`src/rtl/pattern_player_pkg.sv`:
```
// Shared definitions for the memorization-game pattern player.
package pattern_player_pkg;

    localparam int unsigned NUM_LEDS      = 4;
    localparam int unsigned IDX_W         = 2;
    localparam int unsigned SEQ_MAX       = 16;
    localparam int unsigned LEN_W         = 5;
    localparam int unsigned CNT_W         = 4;
    localparam int unsigned DEF_ON_TICKS  = 2;
    localparam int unsigned DEF_OFF_TICKS = 1;

    typedef enum logic [2:0] {
        IDLE,
        FETCH,
        ON,
        OFF,
        DONE
    } state_t;

endpackage

```
`src/rtl/pattern_player_tick_counter.sv`:
```
// Counts blink ticks while enabled; flags the tick that reaches the target count.
module pattern_player_tick_counter #(
    parameter int unsigned CNT_W = 4
) (
    input  logic             clk,
    input  logic             rst,
    input  logic             clear,
    input  logic             en,
    input  logic             tick,
    input  logic [CNT_W-1:0] target,
    output logic             hit
);

    logic [CNT_W-1:0] count;

    // clear wins over a coincident tick, so that tick is not carried into the next phase
    always_ff @(posedge clk or negedge rst) begin
        if (!rst) begin
            count <= '0;
        end else if (clear) begin
            count <= '0;
        end else if (en && tick) begin
            count <= count + CNT_W'(1);
        end
    end

    assign hit = en && tick && (count == target - CNT_W'(1));

endmodule

```
`src/rtl/pattern_player.sv`:
```
// Plays the stored sequence on the LEDs, one symbol per step, paced by the divider's blink tick.
module pattern_player
    import pattern_player_pkg::*;
#(
    parameter int unsigned ON_TICKS  = DEF_ON_TICKS,
    parameter int unsigned OFF_TICKS = DEF_OFF_TICKS
) (
    input  logic                clk,
    input  logic                rst,
    input  logic                blink_tick,
    input  logic                start,
    input  logic                abort,
    input  logic [LEN_W-1:0]    seq_len,
    output logic [LEN_W-2:0]    rd_addr,
    input  logic [IDX_W-1:0]    rd_data,
    output logic [NUM_LEDS-1:0] led,
    output logic                busy,
    output logic                done
);

    state_t              state;
    state_t              next_state;
    logic [LEN_W-1:0]    len;
    logic [LEN_W-1:0]    len_clamped;
    logic [IDX_W-1:0]    cur;
    logic                last;
    logic                tc_clear;
    logic                tc_en;
    logic                tc_hit;
    logic [CNT_W-1:0]    tc_target;
    logic [NUM_LEDS-1:0] led_d;
    logic                busy_d;
    logic                done_d;

    assign len_clamped = (seq_len > LEN_W'(SEQ_MAX)) ? LEN_W'(SEQ_MAX) : seq_len;
    assign last        = ({1'b0, rd_addr} == len - LEN_W'(1));

    assign tc_en     = (state == ON) || (state == OFF);
    assign tc_clear  = (next_state != state);
    assign tc_target = (state == ON) ? CNT_W'(ON_TICKS) : CNT_W'(OFF_TICKS);

    pattern_player_tick_counter #(
        .CNT_W(CNT_W)
    ) u_tick_counter (
        .clk   (clk),
        .rst   (rst),
        .clear (tc_clear),
        .en    (tc_en),
        .tick  (blink_tick),
        .target(tc_target),
        .hit   (tc_hit)
    );

    always_ff @(posedge clk or negedge rst) begin
        if (!rst) begin
            state <= IDLE;
        end else begin
            state <= next_state;
        end
    end

    always_comb begin
        next_state = state;
        if (abort) begin
            next_state = IDLE;
        end else begin
            case (state)
                IDLE:    if (start) next_state = (len_clamped == '0) ? DONE : FETCH;
                FETCH:   next_state = ON;
                ON:      if (tc_hit) next_state = OFF;
                OFF:     if (tc_hit) next_state = last ? DONE : FETCH;
                DONE:    next_state = IDLE;
                default: next_state = IDLE;
            endcase
        end
    end

    always_ff @(posedge clk or negedge rst) begin
        if (!rst) begin
            len     <= '0;
            rd_addr <= '0;
            cur     <= '0;
        end else begin
            if (state == IDLE && start && !abort) begin
                len     <= len_clamped;
                rd_addr <= '0;
            end
            if (state == FETCH) begin
                cur <= rd_data;
            end
            if (state == OFF && tc_hit && !abort && !last) begin
                rd_addr <= rd_addr + 1'b1;
            end
        end
    end

    // Outputs are decoded from the upcoming state and registered; on FETCH->ON the
    // symbol is taken straight from rd_data because cur is loaded on that same edge.
    always_comb begin
        led_d  = '0;
        busy_d = 1'b0;
        done_d = 1'b0;
        case (next_state)
            FETCH, OFF: busy_d = 1'b1;
            ON: begin
                busy_d = 1'b1;
                led_d  = NUM_LEDS'(1) << ((state == FETCH) ? rd_data : cur);
            end
            DONE:    done_d = 1'b1;
            default: ;
        endcase
    end

    always_ff @(posedge clk or negedge rst) begin
        if (!rst) begin
            led  <= '0;
            busy <= 1'b0;
            done <= 1'b0;
        end else begin
            led  <= led_d;
            busy <= busy_d;
            done <= done_d;
        end
    end

endmodule

```
`config.mk`:
```
export PLATFORM = sky130hd
export DESIGN_NAME = pattern_player
export DESIGN_NICKNAME = d
export VERILOG_FILES = /design/src/rtl/pattern_player_pkg.sv /design/src/rtl/pattern_player_tick_counter.sv /design/src/rtl/pattern_player.sv
export SDC_FILE = /design/constraint.sdc
export NUM_CORES = 1
export LEC_CHECK = 0
export CAP_MARGIN = 25
export CORE_ASPECT_RATIO = 1.5
export CORE_MARGIN = 2
export CORE_UTILIZATION = 51
export DETAILED_ROUTE_END_ITERATION = 6
export HOLD_SLACK_MARGIN = 0.15
export PLACE_DENSITY_LB_ADDON = 0.2
export REMOVE_ABC_BUFFERS = 1
export SETUP_SLACK_MARGIN = 0.5
export SYNTH_ARGS = -nofsm -noshare
export SYNTH_HDL_FRONTEND = slang
export SYNTH_SLANG_ARGS = --single-unit
```
`constraint.sdc`:
```
create_clock -name clk -period 2.31 [get_ports clk]
set_clock_uncertainty 0.1 [all_clocks]
set_input_delay 0.693 -clock clk [delete_from_list [all_inputs] [get_ports clk]]
set_output_delay 0.693 -clock clk [all_outputs]
set_load 0.02 [all_outputs]
```
==> results of run 1 <==
-- how the worst max path moves through the flow --
stage	startpoint	endpoint	slack [ps]
floorplan	abort	rd_addr[2]	300
detailed placement	abort	u_tick_counter.count[2]	-260
CTS	len[1]	led[2]	280
finish	len[0]	led[0]	250
global route	len[2]	led[0]	170
global placement	abort	rd_addr[2]	-160
-- where the power goes --
part / leakage, nW / internal (W) / switching (W)
clock: 0.0279 / 0.000176 / 0.000131
sequential: 0.315 / 0.000460 / 0.0000341
combinational: 0.495 / 0.000156 / 0.000162
-- layout by cell type, fill, tap and decap left out, types with 3 or more instances in the layout --
master and count:
dlygate4sd2_1 6, xor2_1 5, clkbuf_4 3, buf_6 3, inv_1 4, xnor2_1 4
nand2_1 8, buf_4 24, nor2_1 8, clkdlybuf4s15_1 4, dfrtp_1 20, clkdlybuf4s50_1 3
nand3_1 3, dfrtp_2 4, o21ai_1 5, o21ai_2 3, nand2b_1 6, buf_2 5
nor3_1 3, nand3_2 4
-- worst reg2reg max path: stages, from the launching register on --
cell     delay (ps)
dfrtp_1         420
inv_2            70
ha_4            130
nor3b_2         240
xnor2_1         240
nand3_2         170
o32a_4          430
nor4_2          160
-- cell type report --
class | instances | area share
clock inverters | 1 | 0.0161
multi-input cells | 90 | 0.407
inverters | 6 | 0.0121
well taps | 24 | 0.0161
repair buffers | 49 | 0.212
flip-flops and latches | 24 | 0.325
clock buffers | 3 | 0.0121
-- flip-flops by register name, indices dropped and copies added (netlist names) --
name,count
busy,1
cur,2
done,1
led,4
len,5
rd_addr,4
state,3
u_tick_counter.count,4
-- per-layer routing --
metal  track usage  vias to the layer above
met5             0                        -
met4         0.114                        0
met3        0.0195                        7
met2         0.395                       15
met1         0.246                      546
li1              -                      538
-- cells in the mapped netlist, types with 2 or more instances --
cell type,instances
or3_1,2
o21ai_0,9
nand2_1,9
nand2b_1,7
mux2_2,2
nor2_1,9
xnor2_1,5
o22ai_1,2
nor3_1,5
nand4_1,2
clkbuf_1,4
nand3_1,6
inv_1,6
ha_1,3
nor2b_1,2
dfrtp_1,24
a31o_2,2
xor2_1,5
nor4_1,2
a21oi_1,2
-- cell families after synthesis --
family / Yosys count / synth area share
mux: 3 / 0.0258
fa+ha+maj: 3 / 0.0298
compound gates: 21 / 0.117
xor+xnor: 11 / 0.0883
flops: 24 / 0.476
simple gates: 52 / 0.229
buf+inv: 11 / 0.0337
-- metrics by stage --
stage	power, W	setup TNS, ps	setup slack (ps)	hold WS, ps
2_1_floorplan	0.000647	0	305	297
3_3_place_gp	0.000727	-2700	-157	410
3_5_place_dp	0.000736	-4110	-256	421
4_1_cts	0.00106	0	280	454
5_1_grt	0.00117	0	170	490
6_report	0.00112	0	245	468
-- what timing repair did --
action,CTS,global route
pin swaps,18,14
setup endpoints to repair,32,24
gates resized for setup,63,22
hold endpoints to repair,0,0
buffers inserted,11,4
gates cloned,1,0
==> results.py, run 1 <==
metrics = {
    "run_status": {
        "outcome": "finished, final reports clean",
    },
    "die": {
        "coreArea_um2": 2390,
        "rows": 22,
        "die_h_um": 64.9,
        "io-pin-count": 22,
        "start_util": 0.527,
        "die_area_um2": 2900,
        "dieWidth_um": 44.6,
    },
    "sta": {
        "fmax_mhz": 484,
        "setup_viol": 0,
        "period_needed_ps": 2060,
        "post-route-period-util": 0.894,
        "hold_viol_final": 0,
        "rsz0062_at_grt": "true",
        "max_slew_margin": 0.750,
        "drv_slew": 0,
        "worst_pin_slew_ps": 373,
    },
    "logic_synthesis": {
        "ys_seq_area_frac": 0.476,
        "avgSynthCellArea_um2": 10.1,
        "synth_ff_type": "dfrtp_1",
        "yosys.area.top_type": "dfrtp_1",
        "synth_cells": 125,
        "async_reset_ff_frac": 1.00,
        "netlist.area_leader.share": 0.476,
        "netlist_top_cells_area": "dfrtp_1 48%, o21ai_0 3.6%, nand2b_1 3.5%",
        "ys_seq_elements": 24,
        "synth_edf_count": 0,
        "ys_types": 37,
        "synth.cell_area_um2": 1260,
        "yosys_warnings": 0,
    },
    "drt": {
        "first_pass_iters": 4,
        "wirelength_mm": 3.01,
        "wl_met3_um": 61,
        "m1WireLength_mm": 1.11,
        "via_per_inst": 5.61,
        "ant_nets": 0,
        "drc_errors": 0,
        "drtIter0Drc": 44,
        "vias": 1106,
        "top_layer": "met4",
        "met2_length_mm": 1.75,
        "wl_per_cell_um": 15.3,
    },
    "cts": {
        "htree_levels": 1,
        "clk_path_buf_depth": 2,
        "root_buffer": "clkbuf_4",
        "cts_buffers": 3,
        "cts.sinks": 24,
        "tritoncts": "yes",
        "path_clk_slew_ps": 130,
        "clkLatencyLatePin_ps": 330,
        "cts_hold_buffers": 0,
    },
    "setup_path": {
        "reg2reg_to": "led[0]",
        "r2r_start": "len[0]",
        "critPathRequiredTime_ps": 2450,
        "rrSetupSlack_ps": 250,
        "critPathSlowestCell": "o32a_4",
        "cp_top_family": "simple AND/OR/NAND/NOR gates",
        "worst-path-max-fanout": 6,
        "r2r_cells": 7,
        "worstSetupPathType": "flop to flop",
        "start_kind": "flop",
        "worstPathArrival_ps": 2200,
        "crit_chain": "inv_2 -> ha_4 -> nor3b_2 -> xnor2_1 -> nand3_2 -> o32a_4 -> nor4_2",
        "critical_path_buf_inv_count": 1,
        "critPathMaxStageDelay_ps": 430,
        "cp.depth": 7,
        "cp-end-kind": "flop",
    },
    "finish": {
        "final_core_util": 0.778,
        "seq_area_um2": 606,
        "multiInputGateArea_um2": 758,
        "final_layout_size_suffix_gt1_frac": 0.434,
        "n_antenna_cell": 0,
        "final_cells": 197,
        "fill_cells": 174,
        "syn_to_final_growth_pct": 47.7,
        "final_area_um2": 1860,
        "nets": 189,
    },
    "min_path": {
        "holdPathStages": 1,
        "hp-start": "len[4]",
        "holdPathEnd": "len[4]",
        "worst_hold_path_type": "flop to flop",
    },
    "grt": {
        "grt_start_max_net_pins": 25,
        "grt_use_total": 0.221,
        "grt_pass1_vias": 1054,
        "grt_antenna_before_repair": 0,
        "grt_overflow": 0,
        "grt_pass1_wl_mm": 4.59,
    },
    "pwr": {
        "vdd_drop_max_uv": 631,
        "p_leak_nw": 0.839,
        "powerDensity_nw_per_um2": 600,
    },
    "place": {
        "place_area_um2": 1570,
        "dp_hpwl_mm": 1.84,
        "place_congestion": 0.815,
        "dp_cells": 177,
        "port_buffers": 21,
    },
    "flow_run": {
        "drv_cap": 0,
    },
}
Note: power is estimated with default switching activity, not from simulation.
==> inputs of run 2 (changes only) <==
- ABC_CLOCK_PERIOD_IN_PS: unset -> 2310
- CORE_UTILIZATION: 51 -> 40
==> results.py, run 2 (same netlist as run 1, synthesis figures left out) <==
metrics = {
    "run_status": {
        "outcome": "finished, final reports clean",
    },
    "finish": {
        "layout_commonest_cell": "buf_4",
        "fill_cells": 226,
        "syn_to_final_growth_pct": 65.3,
        "final_layout_size_suffix_gt1_frac": 0.486,
        "nets": 197,
        "top_register": "len",
        "n_antenna_cell": 0,
        "mostFrequentLayoutCells": "29 x buf_4, 19 x dfrtp_1, 9 x dlygate4sd2_1",
        "largest_reg_flops": 5,
    },
    "setup_path": {
        "worstPathArrival_ps": 2020,
        "critPathRequiredTime_ps": 2420,
        "crit_chain": "inv_2 -> ha_4 -> xnor2_4 -> nor3_4 -> nand3_2 -> o32a_4 -> buf_6 -> nor2_2",
        "critPathMaxStageDelay_ps": 420,
        "crit_start": "len[1]",
        "worstSetupPathType": "flop to flop",
        "cp-end-kind": "flop",
        "r2r_start": "len[1]",
        "critPathSlowestCell": "o32a_4",
        "start_kind": "flop",
        "worst-path-max-fanout": 6,
    },
    "sta": {
        "drv_slew": 0,
        "max_slew_margin": 0.741,
        "post-route-period-util": 0.827,
        "period_needed_ps": 1910,
        "hold_viol_final": 0,
        "hold_ws_ps": 477,
        "worst_pin_slew_ps": 388,
        "fmax_mhz": 524,
        "rsz0062_at_grt": "true",
        "setup_viol": 0,
    },
    "grt": {
        "grt_antenna_before_repair": 0,
        "grt_start_max_net_pins": 25,
        "grt_use_total": 0.183,
        "grt_pass1_wl_mm": 5.00,
        "grt_pass1_vias": 1112,
        "grt_overflow": 0,
    },
    "min_path": {
        "worst_hold_path_type": "flop to flop",
        "hp-start": "len[4]",
    },
    "cts": {
        "tritoncts": "yes",
        "htree_levels": 1,
        "clkLatencyLatePin_ps": 270,
        "path_clk_slew_ps": 90,
        "clk_path_buf_depth": 2,
        "root_buffer": "clkbuf_8",
        "cts_buffers": 3,
        "cts_hold_buffers": 0,
        "cts.sinks": 24,
    },
    "pwr": {
        "total_power_w": 0.00127,
        "power.share.clock": 0.293,
        "power.switching_w": 0.000356,
        "vdd_drop_max_uv": 434,
        "p_sw_frac": 0.281,
        "p_int_w": 0.000911,
        "combPwrFrac": 0.318,
        "powerDensity_nw_per_um2": 608,
        "p_leak_nw": 0.933,
        "power_frac_seq": 0.390,
    },
    "die": {
        "die_h_um": 72.8,
        "dieWidth_um": 49.8,
        "start_util": 0.407,
        "coreArea_um2": 3100,
        "die_area_um2": 3630,
        "io-pin-count": 22,
        "rows": 25,
    },
    "drt": {
        "wirelength_mm": 3.24,
        "first_pass_iters": 4,
        "vias": 1141,
        "via_per_inst": 5.16,
        "ant_nets": 0,
        "drc_errors": 0,
        "wl_per_cell_um": 14.7,
        "drtIter0Drc": 14,
    },
    "place": {
        "port_buffers": 21,
        "place_congestion": 0.751,
        "dp_hpwl_mm": 1.87,
    },
    "flow_run": {
        "drv_cap": 0,
    },
}
==> run 2: changes by cell type in the layout (fill, tap and decap cells not counted), sizes merged <==
cell,before,now
clkbuf,5,3
buf,32,39
dlygate4sd2,6,9
==> run 2: final cells by class <==
type / instances / area (um^2) / area share
Clock buffer: 3 / 41.3 / 0.0198
Multi-Input combinational cell: 90 / 821 / 0.394
Inverter: 6 / 22.5 / 0.0108
Clock inverter: 1 / 30.0 / 0.0144
Tap cell: 40 / 50.0 / 0.0240
Sequential cell: 24 / 607 / 0.291
Timing Repair Buffer: 57 / 513 / 0.246
==> run 2: worst max-delay path, delay by kind of cell (launching register included) <==
family                     cells  cell delay (ps)
and+or+nand+nor                3              390
AOI/OAI and AO/OA              1              420
buffers and inverters          2              200
DFF                            1              400
xor gates and xnor gates       1              130
adders and majority gates      1              210
==> run 2: layer usage <==
layer  up-vias  share of wire  track usage
met5         -              0            0
met4         0          0.019        0.105
met3         4          0.019       0.0205
met2        23           0.56        0.339
met1       562           0.40        0.199
li1        552              -            -
==> run 2: repair_timing <==
item / CTS / global route
cloned: 1 / 0
pin swaps: 25 / 13
setup buffers: 8 / 11
resized for setup: 77 / 18
setup endpoints to repair: 32 / 25
==> run 2: power by group through the flow <==
stage	combinational, W	sequential [W]	clock, W
finish	0.000402	0.000494	0.000371
CTS	0.000297	0.000489	0.000372
global placement	0.000238	0.000498	0
global route	0.000436	0.000498	0.000395
detailed placement	0.000242	0.000501	0
floorplan	0.000147	0.000500	0
==> run 2: final timing paths <==
path | endpoint | slack, ps | cells past startpoint
max | led[1] | 400 | 8
min | len[4] | 480 | 1
max reg2reg | led[1] | 400 | 8
min reg2reg | len[4] | 480 | 1
max in group asynchronous | rd_addr[2] | 1180 | 2
min in group asynchronous | rd_addr[1] | 670 | 2
==> run 2: metrics by stage <==
stage	std cells	util	worst slack [ps]	setup TNS [ps]	area [um^2]
2_1_floorplan	120	-	305	0	1240
3_3_place_gp	197	0.524	-199	-3300	1620
6_report	221	0.673	400	0	2080
5_1_grt	221	0.673	325	0	2080
4_1_cts	210	0.619	337	0	1920
3_5_place_dp	197	0.524	-245	-4040	1620
==> inputs of run 3 (changes only) <==
- ABC_CLOCK_PERIOD_IN_PS: 2310 -> 1750
- clock period: 2.31 -> 1.75 ns (I/O delays scaled with it)
==> results.py, run 3 (same netlist as run 1, synthesis figures left out) <==
metrics = {
    "run_status": {
        "outcome": "finished with violations",
        "violations": "negative setup slack",
    },
    "die": {
        "coreArea_um2": 3100,
        "die_area_um2": 3630,
        "start_util": 0.407,
        "die_h_um": 72.8,
        "dieWidth_um": 49.8,
        "rows": 25,
        "io-pin-count": 22,
    },
    "pwr": {
        "powerDensity_nw_per_um2": 688,
        "p_sw_frac": 0.294,
        "vdd_drop_max_uv": 542,
        "p_leak_nw": 0.949,
        "combPwrFrac": 0.331,
        "power.switching_w": 0.000422,
        "p_int_w": 0.00101,
        "total_power_w": 0.00143,
        "power_frac_seq": 0.451,
        "power.share.clock": 0.218,
    },
    "setup_path": {
        "worstSetupPathType": "flop to flop",
        "cp-end-kind": "flop",
        "worst-path-max-fanout": 5,
        "worstPathArrival_ps": 2070,
        "start_kind": "flop",
        "critPathRequiredTime_ps": 1850,
    },
    "grt": {
        "grt_use_total": 0.194,
        "grt_pass1_vias": 1211,
        "grt_antenna_before_repair": 0,
        "grt_start_max_net_pins": 25,
        "grt_pass1_wl_mm": 5.40,
        "grt_overflow": 0,
    },
    "sta": {
        "hold_viol_final": 0,
        "worst_pin_slew_ps": 351,
        "max_slew_margin": 0.765,
        "period_needed_ps": 1970,
        "post-route-period-util": 1.13,
        "drv_slew": 0,
        "fmax_mhz": 507,
        "rsz0062_at_grt": "true",
        "setup_viol": 16,
        "setup_ws_ps": -221,
    },
    "place": {
        "dp_hpwl_mm": 2.19,
        "place_congestion": 0.870,
        "port_buffers": 21,
        "pre_cts_slack_ps": -678,
    },
    "finish": {
        "mostFrequentLayoutCells": "34 x buf_4, 24 x dfrtp_1, 21 x buf_6",
        "layout_commonest_cell": "buf_4",
        "syn_to_final_growth_pct": 65.4,
        "multiInputGateArea_um2": 782,
        "final_layout_size_suffix_gt1_frac": 0.476,
        "n_antenna_cell": 0,
        "fill_cells": 240,
        "final_core_util": 0.674,
        "nets": 206,
        "largest_reg_flops": 5,
        "seq_area_um2": 601,
        "top_register": "len",
    },
    "drt": {
        "vias": 1149,
        "drtIter0Drc": 14,
        "drc_errors": 0,
        "wl_per_cell_um": 14.0,
        "via_per_inst": 5.02,
        "ant_nets": 0,
        "wirelength_mm": 3.22,
        "first_pass_iters": 4,
    },
    "cts": {
        "path_clk_slew_ps": 80,
        "cts.sinks": 24,
        "tritoncts": "yes",
        "root_buffer": "clkbuf_8",
        "cts_buffers": 3,
        "clkLatencyLatePin_ps": 260,
        "clk_path_buf_depth": 2,
        "htree_levels": 1,
    },
    "flow_run": {
        "drv_cap": 0,
    },
    "min_path": {
        "worst_hold_path_type": "flop to flop",
    },
}
[run 3: cell count changes in the layout (fill, tap and decap cells not counted), sizes merged]
| cell | before | now |
|---|---|---|
| buf | 39 | 56 |
| bufinv | 1 | 0 |
| clkdlybuf4s15 | 6 | 1 |
| dlygate4sd2 | 9 | 6 |
[run 3: area by class of cell]
type,instances,area share
tap,40,0.0240
timing repair buffer,66,0.283
multi-input combinational,90,0.375
inverter,6,0.0108
clock buffer,3,0.0198
sequential,24,0.288
[run 3: metrics by stage]
stage	instances	hold WS (ps)	area [um^2]	TNS (ps)
CTS	226	448	1990	-1860
detailed placement	216	433	1760	-13190
global placement	216	420	1760	-12100
finish	229	447	2090	-1870
floorplan	120	129	1240	-1010
global route	229	468	2090	-3340
[run 3: metal layers]
| layer | wire length, um | track usage | vias to the layer above |
|---|---|---|---|
| met5 | 0 | 0 | - |
| met3 | 66 | 0.0246 | 6 |
| met1 | 1260 | 0.212 | 558 |
| met2 | 1830 | 0.367 | 17 |
| met4 | 61 | 0.0864 | 0 |
| li1 | - | - | 568 |
[run 3: path summary, 6_finish.rpt]
| path | from | endpoint | slack [ps] | depth (start not counted) |
|---|---|---|---|---|
| max | len[1] | led[3] | -220 | 8 |
| min | len[4] | len[4] | 450 | 1 |
| max reg2reg | len[1] | led[3] | -220 | 8 |
| min reg2reg | len[4] | len[4] | 450 | 1 |
| max in group asynchronous | rst | rd_addr[0] | 790 | 2 |
| min in group asynchronous | rst | len[1] | 520 | 2 |
[run 3: critical path: stages (launching register included)]
cell,delay [ps]
dfrtp_1,380
inv_1,70
ha_2,170
xor3_1,220
nor3_2,230
nand3_2,110
o32a_4,420
buf_6,140
nor2_4,60
[run 3: power groups by stage]
stage	registers [W]	clock network (W)	logic, W
global route	0.000654	0.000338	0.000511
CTS	0.000645	0.000317	0.000436
global placement	0.000647	0	0.000365
finish	0.000647	0.000313	0.000475
detailed placement	0.000650	0	0.000375
floorplan	0.000661	0	0.000194
[run 3: what timing repair did]
item,4_1_cts,5_1_grt
pin swaps,16,10
setup buffers,7,3
gates resized for setup,108,16
endpoints found under the setup margin,34,34
hold buffers,0,0
